==> config.mk <==
export PLATFORM = sky130hd
export DESIGN_NAME = quad_decoder_flat
export DESIGN_NICKNAME = d
export VERILOG_FILES = /design/src/rtl/quad_pkg.sv /design/src/rtl/quad_decoder_if.sv /design/src/rtl/quad_glitch_filter.sv /design/src/rtl/quad_decoder.sv /design/src/flat_wrapper.sv
export SDC_FILE = /design/constraint.sdc
export NUM_CORES = 1
export LEC_CHECK = 0
export ABC_AREA = 1
export BUFFER_PORTS_ARGS = -buffer_cell sky130_fd_sc_hd__buf_2
export CAP_MARGIN = 10
export CORE_MARGIN = 2
export CORE_UTILIZATION = 30
export CTS_CLUSTER_SIZE = 30
export DETAILED_ROUTE_END_ITERATION = 10
export PLACE_DENSITY = 0.54
export SLEW_MARGIN = 20
export SYNTH_ARGS = -nofsm -noshare
export SYNTH_HDL_FRONTEND = slang
export SYNTH_HIERARCHICAL = 1
export SYNTH_SLANG_ARGS = --single-unit
==> constraint.sdc <==
create_clock -name clk -period 1.4 [get_ports clk]
set_clock_uncertainty 0.2 [all_clocks]
set_input_delay 0.21 -clock clk [delete_from_list [all_inputs] [get_ports clk]]
set_output_delay 0.21 -clock clk [all_outputs]
set_load 0.05 [all_outputs]
==> src/rtl/quad_pkg.sv <==
// Shared types and constants for the quadrature decoder.
package quad_pkg;

  typedef enum logic {
    INIT,
    TRACK
  } state_t;

  localparam logic [1:0] PH_00 = 2'b00;
  localparam logic [1:0] PH_01 = 2'b01;
  localparam logic [1:0] PH_11 = 2'b11;
  localparam logic [1:0] PH_10 = 2'b10;

  // Forward order is 00 -> 01 -> 11 -> 10 -> 00.
  function automatic logic [1:0] ph_next_fwd(input logic [1:0] ph);
    logic [1:0] nxt;
    nxt = PH_00;
    case (ph)
      PH_00:   nxt = PH_01;
      PH_01:   nxt = PH_11;
      PH_11:   nxt = PH_10;
      default: nxt = PH_00;
    endcase
    return nxt;
  endfunction

  function automatic logic [1:0] ph_next_rev(input logic [1:0] ph);
    logic [1:0] nxt;
    nxt = PH_00;
    case (ph)
      PH_00:   nxt = PH_10;
      PH_10:   nxt = PH_11;
      PH_11:   nxt = PH_01;
      default: nxt = PH_00;
    endcase
    return nxt;
  endfunction

endpackage

==> src/rtl/quad_decoder_if.sv <==
// Encoder inputs and step-pulse outputs of the quadrature decoder.
interface quad_decoder_if;
  logic       enc_a;
  logic       enc_b;
  logic       en;
  logic       up;
  logic       down;
  logic       err;
  logic [1:0] phase;

  modport master (output enc_a, enc_b, en, input up, down, err, phase);
  modport slave  (input enc_a, enc_b, en, output up, down, err, phase);
endinterface

==> src/rtl/quad_glitch_filter.sv <==
// Per-channel debounce: output follows input only after FILTER_LEN
// consecutive cycles of disagreement; i_load forces an immediate copy.
module quad_glitch_filter #(
  parameter int unsigned FILTER_LEN = 4
) (
  input  logic i_clk,
  input  logic i_rst,
  input  logic i_load,
  input  logic i_d,
  output logic o_q
);

  logic       r_q;
  logic [3:0] r_cnt;

  always_ff @(posedge i_clk or posedge i_rst) begin
    if (i_rst) begin
      r_q   <= 1'b0;
      r_cnt <= '0;
    end else if (i_load) begin
      r_q   <= i_d;
      r_cnt <= '0;
    end else if (i_d != r_q) begin
      if (r_cnt == 4'(FILTER_LEN - 1)) begin
        r_q   <= i_d;
        r_cnt <= '0;
      end else begin
        r_cnt <= r_cnt + 4'd1;
      end
    end else begin
      r_cnt <= '0;
    end
  end

  assign o_q = r_q;

endmodule

==> src/rtl/quad_decoder.sv <==
// Quadrature decoder: synchronizes A/B and emits up/down/err step pulses.
// Define QUAD_FILTER_EN to insert per-channel glitch filters.
module quad_decoder
  import quad_pkg::*;
#(
  parameter int unsigned FILTER_LEN = 4
) (
  input logic           clk,
  input logic           reset,
  quad_decoder_if.slave bus
);

  if (FILTER_LEN < 2 || FILTER_LEN > 15) begin : g_bad_len
    $error("quad_decoder: FILTER_LEN out of range 2..15");
  end

  logic [1:0] r_sa;
  logic [1:0] r_sb;
  logic [2:0] r_vld;
  logic [1:0] r_prev;
  logic       r_up;
  logic       r_down;
  logic       r_err;
  state_t     r_state;

  logic [1:0] w_sync;
  logic [1:0] w_acc;
  logic       w_prime;

  assign w_sync  = {r_sa[1], r_sb[1]};
  // Until the synchronizers hold real samples, previous state is reloaded
  // rather than compared, so a transition cut by reset never pulses.
  assign w_prime = ~r_vld[2];

`ifdef QUAD_FILTER_EN
  quad_glitch_filter #(.FILTER_LEN(FILTER_LEN)) u_filt_a (
    .i_clk (clk),
    .i_rst (reset),
    .i_load(w_prime),
    .i_d   (w_sync[1]),
    .o_q   (w_acc[1])
  );

  quad_glitch_filter #(.FILTER_LEN(FILTER_LEN)) u_filt_b (
    .i_clk (clk),
    .i_rst (reset),
    .i_load(w_prime),
    .i_d   (w_sync[0]),
    .o_q   (w_acc[0])
  );
`else
  assign w_acc = w_sync;
`endif

  always_ff @(posedge clk or posedge reset) begin
    if (reset) begin
      r_sa    <= '0;
      r_sb    <= '0;
      r_vld   <= '0;
      r_prev  <= PH_00;
      r_up    <= 1'b0;
      r_down  <= 1'b0;
      r_err   <= 1'b0;
      r_state <= INIT;
    end else begin
      r_sa   <= {r_sa[0], bus.enc_a};
      r_sb   <= {r_sb[0], bus.enc_b};
      r_vld  <= {r_vld[1:0], 1'b1};
      r_up   <= 1'b0;
      r_down <= 1'b0;
      r_err  <= 1'b0;
      case (r_state)
        INIT: begin
          r_prev  <= w_sync;
          r_state <= TRACK;
        end
        TRACK: begin
          if (w_prime) begin
            r_prev <= w_sync;
          end else if (w_acc != r_prev) begin
            r_prev <= w_acc;
            if (w_acc == ph_next_fwd(r_prev)) begin
              r_up <= bus.en;
            end else if (w_acc == ph_next_rev(r_prev)) begin
              r_down <= bus.en;
            end else begin
              r_err <= 1'b1;
            end
          end
        end
        default: r_state <= INIT;
      endcase
    end
  end

  assign bus.up    = r_up;
  assign bus.down  = r_down;
  assign bus.err   = r_err;
  assign bus.phase = r_prev;

endmodule

==> src/flat_wrapper.sv <==
// flat-port wrapper written by rule: the top's interface ports become plain ports
module quad_decoder_flat import quad_pkg::*;
#(
  parameter int unsigned FILTER_LEN = 4
)
  (clk, reset, bus_enc_a, bus_enc_b, bus_en, bus_up, bus_down, bus_err, bus_phase);
  quad_decoder_if bus_i ();
  input logic clk;
  input logic reset;
  input wire logic [$bits(bus_i.enc_a)-1:0] bus_enc_a;
  input wire logic [$bits(bus_i.enc_b)-1:0] bus_enc_b;
  input wire logic [$bits(bus_i.en)-1:0] bus_en;
  output wire logic [$bits(bus_i.up)-1:0] bus_up;
  output wire logic [$bits(bus_i.down)-1:0] bus_down;
  output wire logic [$bits(bus_i.err)-1:0] bus_err;
  output wire logic [$bits(bus_i.phase)-1:0] bus_phase;
  assign bus_i.enc_a = bus_enc_a;
  assign bus_i.enc_b = bus_enc_b;
  assign bus_i.en = bus_en;
  assign bus_up = bus_i.up;
  assign bus_down = bus_i.down;
  assign bus_err = bus_i.err;
  assign bus_phase = bus_i.phase;
  quad_decoder #(.FILTER_LEN(FILTER_LEN)) u_core (.clk(clk), .reset(reset), .bus(bus_i));
endmodule
### Word level (Yosys, flattened, before mapping)

Cells that the tools add are included.

* register bits: 13
* latch bits: 0
* ROM bits: 0
* memory bits (writable): 0
* output and inout port bits: 5
* memories kept: 0

* $add $sub $neg: 0
* bitwise gates (word level): 1
* multiply operators: 0
* order comparisons: 0
* divide/modulo/power cells: 0
* reductions and logical operators: 1
* multiplexer cells: 26
* equal/unequal tests: 7
* shift-type cells: 0

Operators with widths (count)
* 2-bit 2-to-1 mux: 9
* 1-bit 2-to-1 mux: 14
* 2-bit case mux with 3 select lines: 2
* 2-bit equality test: 2
* 2-bit equality test (second input constant): 2
* 2-bit case mux with 2 select lines: 1
* 3-bit != test (second input constant): 1
* 2-bit by 1-bit equality test with 1-bit output (second input constant): 1
* 2-bit zero test: 1
* 2-bit != test: 1
* 1-bit NOT: 1

### Depth between registers and ports, before layout

Gate-level depths: netlist of the first run.

* depth in word-level cells: 16
* gate-level depth with buffers: 6

### Least setup slack after synthesis of the first run

OpenSTA, ideal clock, no wires.

* kind: register to register
* from: reg u_core.r_prev[1] (netlist: u_core/bus.phase[1])
* to: reg u_core.r_down (netlist: u_core/bus.down)
* stages on the path, launching flop included: 7
* slack: 0.041 ns
* setup time: 0.071 ns
* required time: 1.129 ns
* path buffers: 0
* arrival: 1.088 ns
* clock period less this slack: 1.359 ns
* path through: dfrtp_1 > inv_1 > nand2_1 > nand2_1 > nand2_1 > nand2_1 > nor2_1

* longest elaborated chain between the ends: 12
* elaborated cells between the ends (all ways): 21
* classes of those cells: eq/ne: 6; mux: 14; reduce/logical: 1

RTL lines
* start: declaration: RTL line quad_decoder.sv:20 `logic [1:0] r_prev;`
* start signal: assignment: RTL line quad_decoder.sv:74 `r_prev <= w_sync;`
* start signal: assignment: RTL line quad_decoder.sv:79 `r_prev <= w_sync;`
* start signal: assignment: RTL line quad_decoder.sv:81 `r_prev <= w_acc;`
* 2-bit equality test, or another cell as far along: RTL line quad_pkg.sv:18, quad_pkg.sv:30
* 2-bit case mux with 3 select lines: RTL line quad_pkg.sv:30 `case (ph)`
* 2-bit 2-to-1 mux: RTL line quad_decoder.sv:82 `if (w_acc == ph_next_fwd(r_prev)) begin`
* 2-bit 2-to-1 mux: RTL line quad_decoder.sv:80 `end else if (w_acc != r_prev) begin`
* 2-bit 2-to-1 mux: RTL line quad_decoder.sv:78 `if (w_prime) begin`
* 2-bit 2-to-1 mux: RTL line quad_decoder.sv:72 `case (r_state)`
* 2-bit equality test: RTL line quad_decoder.sv:84 `end else if (w_acc == ph_next_rev(r_prev)) begin`
* 1-bit 2-to-1 mux: RTL line quad_decoder.sv:84
* 1-bit 2-to-1 mux: RTL line quad_decoder.sv:82
* 1-bit 2-to-1 mux *: RTL line quad_decoder.sv:80
* 1-bit 2-to-1 mux *: RTL line quad_decoder.sv:78
* 1-bit 2-to-1 mux *: RTL line quad_decoder.sv:72
* end signal: assignment: RTL line quad_decoder.sv:85 `r_down <= bus.en;`
* end: declaration: RTL line quad_decoder.sv:22 `logic r_down;`

Mark *: on every way between the ends. The rest lies on a longest branch, timed or not. The select of a mux whose other input is x is not followed.
A chain may end at the register's enable or synchronous reset.

### Worst setup path after layout of the first run

* from: reg u_core.r_prev[0] (netlist: u_core/bus.phase[0])
* to: out bus_phase[0]

RTL lines
* end: declaration: RTL line flat_wrapper.sv:16 `output wire logic [$bits(bus_i.phase)-1:0] bus_phase;`

No word-level cell between the ends.

==> out/metrics.yaml, run 1 <==
power_and_ir_drop:
  combPwrFrac_pct: 11.1
  pwr-share-seq_pct: 58.2
  powerDensity_mw_per_mm2: 1140
  leakage_nw: 0.316
  p_switching_w: 0.000153
  ir_worst_vdd_v: 0.000611
  p_total_w: 0.000639
  p_sw_share_pct: 23.9
  p_int_w: 0.000486
  p_clk_share_pct: 30.6
placement:
  dpl.cell_count: 69
  place_hpwl_um: 488
  place.gp.congestion: 0.775
  dpl_worst_slack_ns: 0.288
  portBuffers: 9
grt:
  grt.total_usage_pct: 9.81
  grt_max_degree: 13
  grt_pass1_wl_um: 1200
  grt-ovfl-total: 0
  antenna_found_initial: 0
  grt_pass1_vias: 320
worst_setup_path:
  required_ns: 0.99
  crit_chain: "clkbuf_4"
  max_stage_delay_ns: 0.41
  worstSetupPathType: "flop to primary output"
  timing.rr.end: "u_core/bus.up$_DFF_PP0_"
  cp_max_fo: 5
  r2r_start: "u_core/bus.phase[1]$_DFFE_PP0P_"
  r2r_cells: 6
  slowest_stage: "dfrtp_1"
  path_buf_inv: 1
  crit_family: "flip-flops"
  reg2reg_slack_ns: 0.29
  arrival_ns: 0.93
  critical_path.endpoint_type: "primary output"
  start_kind: "flop"
floorplan:
  die_y_um: 42.1
  die-area_mm2: 0.00177
  rows: 13
  chipWidth_um: 42.1
  initial_utilization_pct: 32.6
  ios: 10
  core_area_mm2: 0.00133
sta:
  setup_ws_ns: 0.0605
  fin_setup_tns_ns: 0
  setup_viol: 0
  drv_slew: 0
  fmax_mhz: 747
  hold_viol: 0
  rsz0062_at_grt: "no"
  period_share_pct: 95.7
  fin_crit_ns: 1.34
status:
  outcome: "complete, no violations"
drt:
  drc: 0
  route.detailed.wl_per_inst_um: 8.74
  drt_iter0_drc: 4
  routed_wl_um: 664
  final_antenna_net_count: 0
  vias: 319
  dr.pass1.iters: 2
  via_per_inst: 4.20
synth:
  syn_area_um2: 435
  yosysWarnings: 6
  ys_types: 9
  ys_seq_area_share_pct: 69.0
  synth-seq-cells: 12
  yosys.area.top_type: "dfrtp_1"
  synth_nets: 52
  avgSynthCellArea_um2: 9.26
  yosysTopAreaCellShare_pct: 69.0
  synthTopCellsByArea: "dfrtp_1 (69%), nand2_1 (18%), inv_1 (2.6%)"
  synth_cells: 47
layout:
  n_antenna_cell: 0
  layout_commonest_cell: "nand2_1"
  drive_above_1_share_pct: 24.6
  layout.nets: 68
  final_cell_mix: "nand2_1 (21), dfrtp_1 (12), buf_2 (7)"
  instances_no_fill: 76
  final_util_pct: 41.9
  area_delta_synth_final_pct: 28.4
min_path:
  whs_path_depth: 0
  hold_path_startpoint: "u_core/r_sb[0]$_DFF_PP0_"
  hold_path.class: "flop to flop"
  hold_end: "u_core/r_sb[1]$_DFF_PP0_"
clock_network:
  clkTransAtPathRegs_ns: 0.06
  insertion_delay_ns: 0.26
  cts_tree: "built"
  cts_buffer_depth: 2
  cts_made_buffers: 3
  clock-root-buffer: "clkbuf_4"
  htree_levels: 1
  cts.sinks: 12
flow_run:
  maxCapViolCount: 0
power by group through the flow:
stage | clock network (W) | registers, W | logic [W]
2_1_floorplan | 0 | 0.000394 | 0.0000295
3_3_place_gp | 0 | 0.000378 | 0.0000611
3_5_place_dp | 0 | 0.000379 | 0.0000623
4_1_cts | 0.000210 | 0.000372 | 0.0000709
5_1_grt | 0.000233 | 0.000375 | 0.0000795
6_report | 0.000196 | 0.000372 | 0.0000711
per-stage QoR:
stage               hold slack, ns  instance area [µm²]
global placement            0.0248                  492
finish                       0.147                  559
global route                 0.158                  559
detailed placement          0.0362                  492
floorplan                   -0.125                  435
CTS                          0.151                  554
sequential cells by signal, summed over array words and instances, names as in the netlist:
name	flops
u_core/bus.phase	2
u_core/r_sb	2
u_core/r_sa	2
u_core/bus.err	1
u_core/bus.up	1
u_core/bus.down	1
u_core/r_vld	3
metal layers:
layer / up-vias / GRT usage, % / part of all wire (%)
met1: 143 / 9.21 / 49
li1: 166 / - / -
met4: 0 / 9.38 / 1.2
met3: 2 / 3.88 / 5.0
met5: - / 0 / 0
met2: 8 / 15.9 / 45
cells by family after synthesis:
logic type             Yosys count  share of synthesized area, %
other                            1                         0.861
buffers and inverters            8                          6.90
and+or+nand+nor                 26                          23.3
DFF                             12                          69.0
worst max-delay path by stage:
stage | from | end | slack [ns] | cells after the start
after CTS | u_core/bus.phase[1]$_DFFE_PP0P_ | bus_phase[1] | 0.02 | 1
after global routing | u_core/bus.phase[1]$_DFFE_PP0P_ | bus_phase[1] | 0.002 | 1
final | u_core/bus.phase[0]$_DFFE_PP0P_ | bus_phase[0] | 0.06 | 1
after floorplan | u_core/bus.phase[1]$_DFFE_PP0P_ | u_core/bus.down$_DFF_PP0_ | 0.04 | 6
after global placement | u_core/r_sb[1]$_DFF_PP0_ | u_core/bus.up$_DFF_PP0_ | 0.30 | 6
after detailed placement | u_core/bus.phase[1]$_DFFE_PP0P_ | u_core/bus.down$_DFF_PP0_ | 0.29 | 6
worst reg2reg max path, delay by kind of cell, from the launching register on:
family | cells | cell delay [ns]
flip-flops | 1 | 0.42
AND/OR/NAND/NOR | 5 | 0.29
buffers and inverters | 1 | 0.10
area by class of cell:
type	instances	area [µm²]
inverter	6	22.5
tap	15	18.8
fill	144	774
sequential	12	300
clock buffer	3	22.5
timing repair buffer	13	90.1
multi-input combinational	27	105
Yosys cell counts:
cell type / number
inv_2: 3
nor2_1: 2
inv_1: 3
nor3_1: 1
clkbuf_1: 2
conb_1: 1
nand3_1: 2
dfrtp_1: 12
nand2_1: 21
timing repair:
item / 4_1_cts / 5_1_grt
resized for setup: 0 / 2
setup buffers: 0 / 0
hold buffers: 4 / 0
endpoints found under the setup margin: 0 / 2
hold endpoints to repair: 15 / 0
Power figures use the tool's default switching activity.
==> run 2: changes to the inputs <==
- ABC_AREA: 1 -> default
- CORE_AREA: default -> 2 2 39 41
- CORE_MARGIN: 2 -> default
- CORE_UTILIZATION: 30 -> default
- DIE_AREA: default -> 0 0 41 43
==> out/metrics.yaml, run 2 <==
placement:
  place.gp.congestion: 0.632
  portBuffers: 9
floorplan:
  initial_utilization_pct: 27.7
  core_area_mm2: 0.00138
  die-area_mm2: 0.00176
  rows: 14
  chipWidth_um: 41
  die_y_um: 43
  ios: 10
synth:
  yosysWarnings: 6
  synth-async-reset-ratio_pct: 100
  yosys.area.top_type: "dfrtp_1"
  synth_most_common_cell: "dfrtp_1"
  synthMuxAreaShare_pct: 0
  ys.flop_type: "dfrtp_1"
  ys_seq_area_share_pct: 78.4
  synth-edff-count: 0
  yosysTopAreaCellShare_pct: 78.4
  synth-seq-cells: 12
  synth_fa_ha_area_share_pct: 0
  syn_area_um2: 383
  synth_simple_gate_area_share_pct: 8.50
  synth_top_family_by_area: "XOR/XNOR gates"
  synth_cells: 25
  avgSynthCellArea_um2: 15.3
  ys_types: 11
  synthTopCellsByArea: "dfrtp_1 (78%), xnor2_1 (6.9%), nor3_2 (2.6%)"
  synthXorXnorAreaFrac_pct: 9.15
  synth_nets: 30
  yosys-top-cells-count: "dfrtp_1 (12), xnor2_1 (3), clkbuf_1 (2)"
  synth-compound-area-share_pct: 0
power_and_ir_drop:
  combPwrFrac_pct: 8.4
  p_int_w: 0.000542
  p_switching_w: 0.000151
  ir_worst_vdd_v: 0.000597
  leakage_nw: 0.252
  powerDensity_mw_per_mm2: 1370
  pwr-share-seq_pct: 53.6
  p_clk_share_pct: 38.0
  p_sw_share_pct: 21.8
worst_setup_path:
  reg2reg_slack_ns: 0.34
  path_buf_inv: 1
  worstSetupPathType: "flop to primary output"
  slowest_stage: "dfrtp_1"
  timing.rr.end: "u_core/bus.up$_DFF_PP0_"
  crit_start: "u_core/bus.phase[0]$_DFFE_PP0P_"
  cp_max_fo: 3
  r2r_start: "u_core/bus.phase[1]$_DFFE_PP0P_"
  max_stage_delay_ns: 0.40
  crit_family: "flip-flops"
  crit_path_end: "bus_phase[0]"
  arrival_ns: 0.95
  r2r_cells: 2
  start_kind: "flop"
  cp.depth: 1
  required_ns: 0.99
  critical_path.endpoint_type: "primary output"
  crit_chain: "buf_2"
sta:
  rsz0062_at_grt: "no"
  fin_setup_tns_ns: 0
  fin_crit_ns: 1.36
  fmax_mhz: 736
  hold_viol: 0
  period_share_pct: 97.1
  timing.hold.ws_ns: 0.0265
  setup_viol: 0
  drv_slew: 0
drt:
  dr.pass1.iters: 2
  via_per_inst: 4.00
  final_antenna_net_count: 0
  drc: 0
  vias: 220
  route.detailed.wl_per_inst_um: 9.31
  routed_wl_um: 512
  drt_iter0_drc: 2
grt:
  grt_max_degree: 13
  grt-ovfl-total: 0
  antenna_found_initial: 0
  grt_pass1_wl_um: 910
  grt_pass1_vias: 258
  grt.total_usage_pct: 8.30
layout:
  nFillCells: 140
  layout_commonest_cell: "dfrtp_1"
  area_delta_synth_final_pct: 32.4
  n_antenna_cell: 0
  drive_above_1_share_pct: 35.9
  layout.nets: 45
  largest-register: "u_core/r_vld"
  final_cell_mix: "dfrtp_1 (12), buf_2 (9), clkbuf_4 (3), dlygate4sd3_1 (3), xnor2_1 (3)"
  largest_reg_flops: 3
status:
  outcome: "complete, no violations"
flow_run:
  maxCapViolCount: 0
clock_network:
  cts_buffer_depth: 2
  clkTransAtPathRegs_ns: 0.07
  cts_setup_buffers: 0
  insertion_delay_ns: 0.26
  clock-root-buffer: "clkbuf_4"
  cts_made_buffers: 3
  cts.sinks: 12
  cts_tree: "built"
  htree_levels: 1
min_path:
  hold_path.class: "input pin to flop"
run 2: cell type report:
class	instances	area [µm²]	area share, %
multi-input cells	10	71.3	14.1
inverters	1	3.75	0.741
repair buffers	12	75.1	14.8
well taps	16	20.0	3.95
clock buffers	4	36.3	7.16
flip-flops and latches	12	300	59.3
run 2: how the worst min path moves through the flow:
| stage | from | end | depth (start not counted) |
|---|---|---|---|
| global route | bus_en | u_core/bus.down$_DFF_PP0_ | 3 |
| floorplan | reset | u_core/bus.down$_DFF_PP0_ | 1 |
| global placement | reset | u_core/r_vld[0]$_DFF_PP0_ | 2 |
| finish | bus_en | u_core/bus.down$_DFF_PP0_ | 3 |
| CTS | bus_en | u_core/bus.down$_DFF_PP0_ | 3 |
| detailed placement | reset | u_core/r_vld[1]$_DFF_PP0_ | 2 |
run 2: power groups by stage:
| stage | combinational [W] | clock (W) | sequential [W] |
|---|---|---|---|
| detailed placement | 0.0000532 | 0 | 0.000379 |
| global placement | 0.0000526 | 0 | 0.000378 |
| global route | 0.0000641 | 0.000285 | 0.000374 |
| finish | 0.0000581 | 0.000263 | 0.000372 |
| floorplan | 0.0000211 | 0 | 0.000396 |
| CTS | 0.0000594 | 0.000277 | 0.000372 |
run 2: metrics by stage:
stage | utilization (%) | cells | instance area [µm²] | setup slack [ns] | total power, W
floorplan | - | 25 | 383 | 0.0989 | 0.000417
global placement | 31.8 | 48 | 440 | 0.347 | 0.000430
detailed placement | 31.8 | 48 | 440 | 0.328 | 0.000432
CTS | 36.6 | 55 | 507 | 0.0244 | 0.000709
global route | 36.6 | 55 | 507 | 0.0137 | 0.000723
finish | 36.6 | 55 | 507 | 0.0406 | 0.000693
run 2: cell families after synthesis:
| logic type | after synthesis |
|---|---|
| other | 1 |
| XOR/XNOR | 4 |
| AND/OR/NAND/NOR | 5 |
| flip-flops | 12 |
| buffers and inverters | 3 |
run 2: metal layers:
layer	vias up	share of wire [%]	GRT usage (%)
li1	102	-	-
met1	112	34	6.87
met4	0	0	8.00
met2	6	60	13.4
met3	0	5.3	3.14
met5	-	0	0
run 2: what timing repair did:
| action | CTS | global route |
|---|---|---|
| hold buffers | 3 | 0 |
| endpoints found under the hold margin | 14 | 0 |
| gates resized for setup | 0 | 0 |
==> run 3: changes to the inputs <==
- PLACE_DENSITY: 0.54 -> default
==> out/metrics.yaml, run 3 (synthesis results as in run 2) <==
clock_network:
  cts.sinks: 12
  hold_buffers: 3
  clkTransAtPathRegs_ns: 0.07
  clock-root-buffer: "clkbuf_4"
  cts-resized-gates: 0
  cts_made_buffers: 3
  cts_buffer_depth: 2
  cts_tree: "built"
  insertion_delay_ns: 0.27
  htree_levels: 1
  cts_setup_buffers: 0
sta:
  rsz0062_at_grt: "no"
  setup_viol: 0
  fin_setup_tns_ns: 0
  fmax_mhz: 738
  fin_crit_ns: 1.35
  hold_viol: 0
  drv_slew: 0
  period_share_pct: 96.7
status:
  outcome: "complete, no violations"
power_and_ir_drop:
  p_sw_share_pct: 22.3
  p_int_w: 0.000542
  combPwrFrac_pct: 8.5
  p_switching_w: 0.000156
  p_clk_share_pct: 38.2
  leakage_nw: 0.252
  pwr-share-seq_pct: 53.3
  powerDensity_mw_per_mm2: 1380
  ir_worst_vdd_v: 0.000543
drt:
  drc: 0
  via_per_inst: 4.09
  vias: 225
  routed_wl_um: 582
  dr.pass1.iters: 1
  route.detailed.wl_per_inst_um: 10.6
  drt_iter0_drc: 0
  final_antenna_net_count: 0
grt:
  grt_max_degree: 13
  grt_pass1_vias: 252
  grt-ovfl-total: 0
  grt_pass1_wl_um: 1000
  grt.total_usage_pct: 9.31
  antenna_found_initial: 0
worst_setup_path:
  worstSetupPathType: "flop to primary output"
  critical_path.endpoint_type: "primary output"
  required_ns: 0.99
  crit_family: "flip-flops"
  arrival_ns: 0.94
  start_kind: "flop"
  max_stage_delay_ns: 0.39
  path_buf_inv: 1
  crit_chain: "buf_2"
  slowest_stage: "dfrtp_1"
  cp_max_fo: 3
placement:
  portBuffers: 9
  place.gp.congestion: 0.600
  post_dp_cell_area_um2: 440
flow_run:
  maxCapViolCount: 0
layout:
  largest-register: "u_core/r_vld"
  final_cell_mix: "dfrtp_1 (12), buf_2 (9), clkbuf_4 (3), dlygate4sd3_1 (3), xnor2_1 (3)"
  layout_commonest_cell: "dfrtp_1"
  area_delta_synth_final_pct: 32.4
  design_area_um2: 507
  layout.nets: 45
  n_antenna_cell: 0
  largest_reg_flops: 3
  drive_above_1_share_pct: 35.9
floorplan:
  die-area_mm2: 0.00176
  rows: 14
  die_y_um: 43
  initial_utilization_pct: 27.7
  chipWidth_um: 41
  ios: 10
  core_area_mm2: 0.00138
min_path:
  hold_path.class: "input pin to flop"
[run 3: worst paths after layout]
check,from,to,slack [ns],cells after the start
worst min-delay path,bus_en,u_core/bus.down$_DFF_PP0_,0.03,3
worst max register to register,u_core/r_sa[1]$_DFF_PP0_,u_core/bus.up$_DFF_PP0_,0.33,2
worst min register to register,u_core/r_sa[0]$_DFF_PP0_,u_core/r_sa[1]$_DFF_PP0_,0.15,0
min in group asynchronous,reset,u_core/r_sb[1]$_DFF_PP0_,0.28,3
max in group asynchronous,reset,u_core/bus.err$_DFF_PP0_,0.43,3
worst max-delay path,u_core/bus.phase[0]$_DFFE_PP0P_,bus_phase[0],0.05,1
[run 3: power groups by stage]
| stage | Clock, W | Combinational, W | Sequential, W |
|---|---|---|---|
| after floorplan | 0 | 0.0000211 | 0.000396 |
| after global placement | 0 | 0.0000524 | 0.000378 |
| after detailed placement | 0 | 0.0000542 | 0.000379 |
| after CTS | 0.000277 | 0.0000605 | 0.000372 |
| after global routing | 0.000289 | 0.0000652 | 0.000374 |
| final | 0.000266 | 0.0000593 | 0.000372 |
[run 3: layer usage]
layer | GRT usage, % | up-vias | part of all wire, %
met4 | 8.00 | 0 | 4.6
met5 | 0 | - | 0
met2 | 14.7 | 10 | 51
met3 | 4.71 | 4 | 7.4
li1 | - | 102 | -
met1 | 7.88 | 109 | 37
[run 3: layout make-up]
cell class / instances / area, µm²
inverter: 1 / 3.75
multi-input combinational: 10 / 71.3
clock buffer: 4 / 36.3
tap: 16 / 20.0
sequential: 12 / 300
fill: 139 / 877
timing repair buffer: 12 / 75.1
[run 3: metrics by stage]
stage	std cells	setup WS (ns)	power (W)	util, %	hold WS (ns)
after detailed placement	48	0.314	0.000434	31.8	0.0330
after global placement	48	0.345	0.000430	31.8	0.0145
after CTS	55	0.0263	0.000710	36.6	0.0327
after floorplan	25	0.0989	0.000417	-	-0.125
after global routing	55	0.0131	0.000729	36.6	0.0560
final	55	0.0457	0.000698	36.6	0.0319
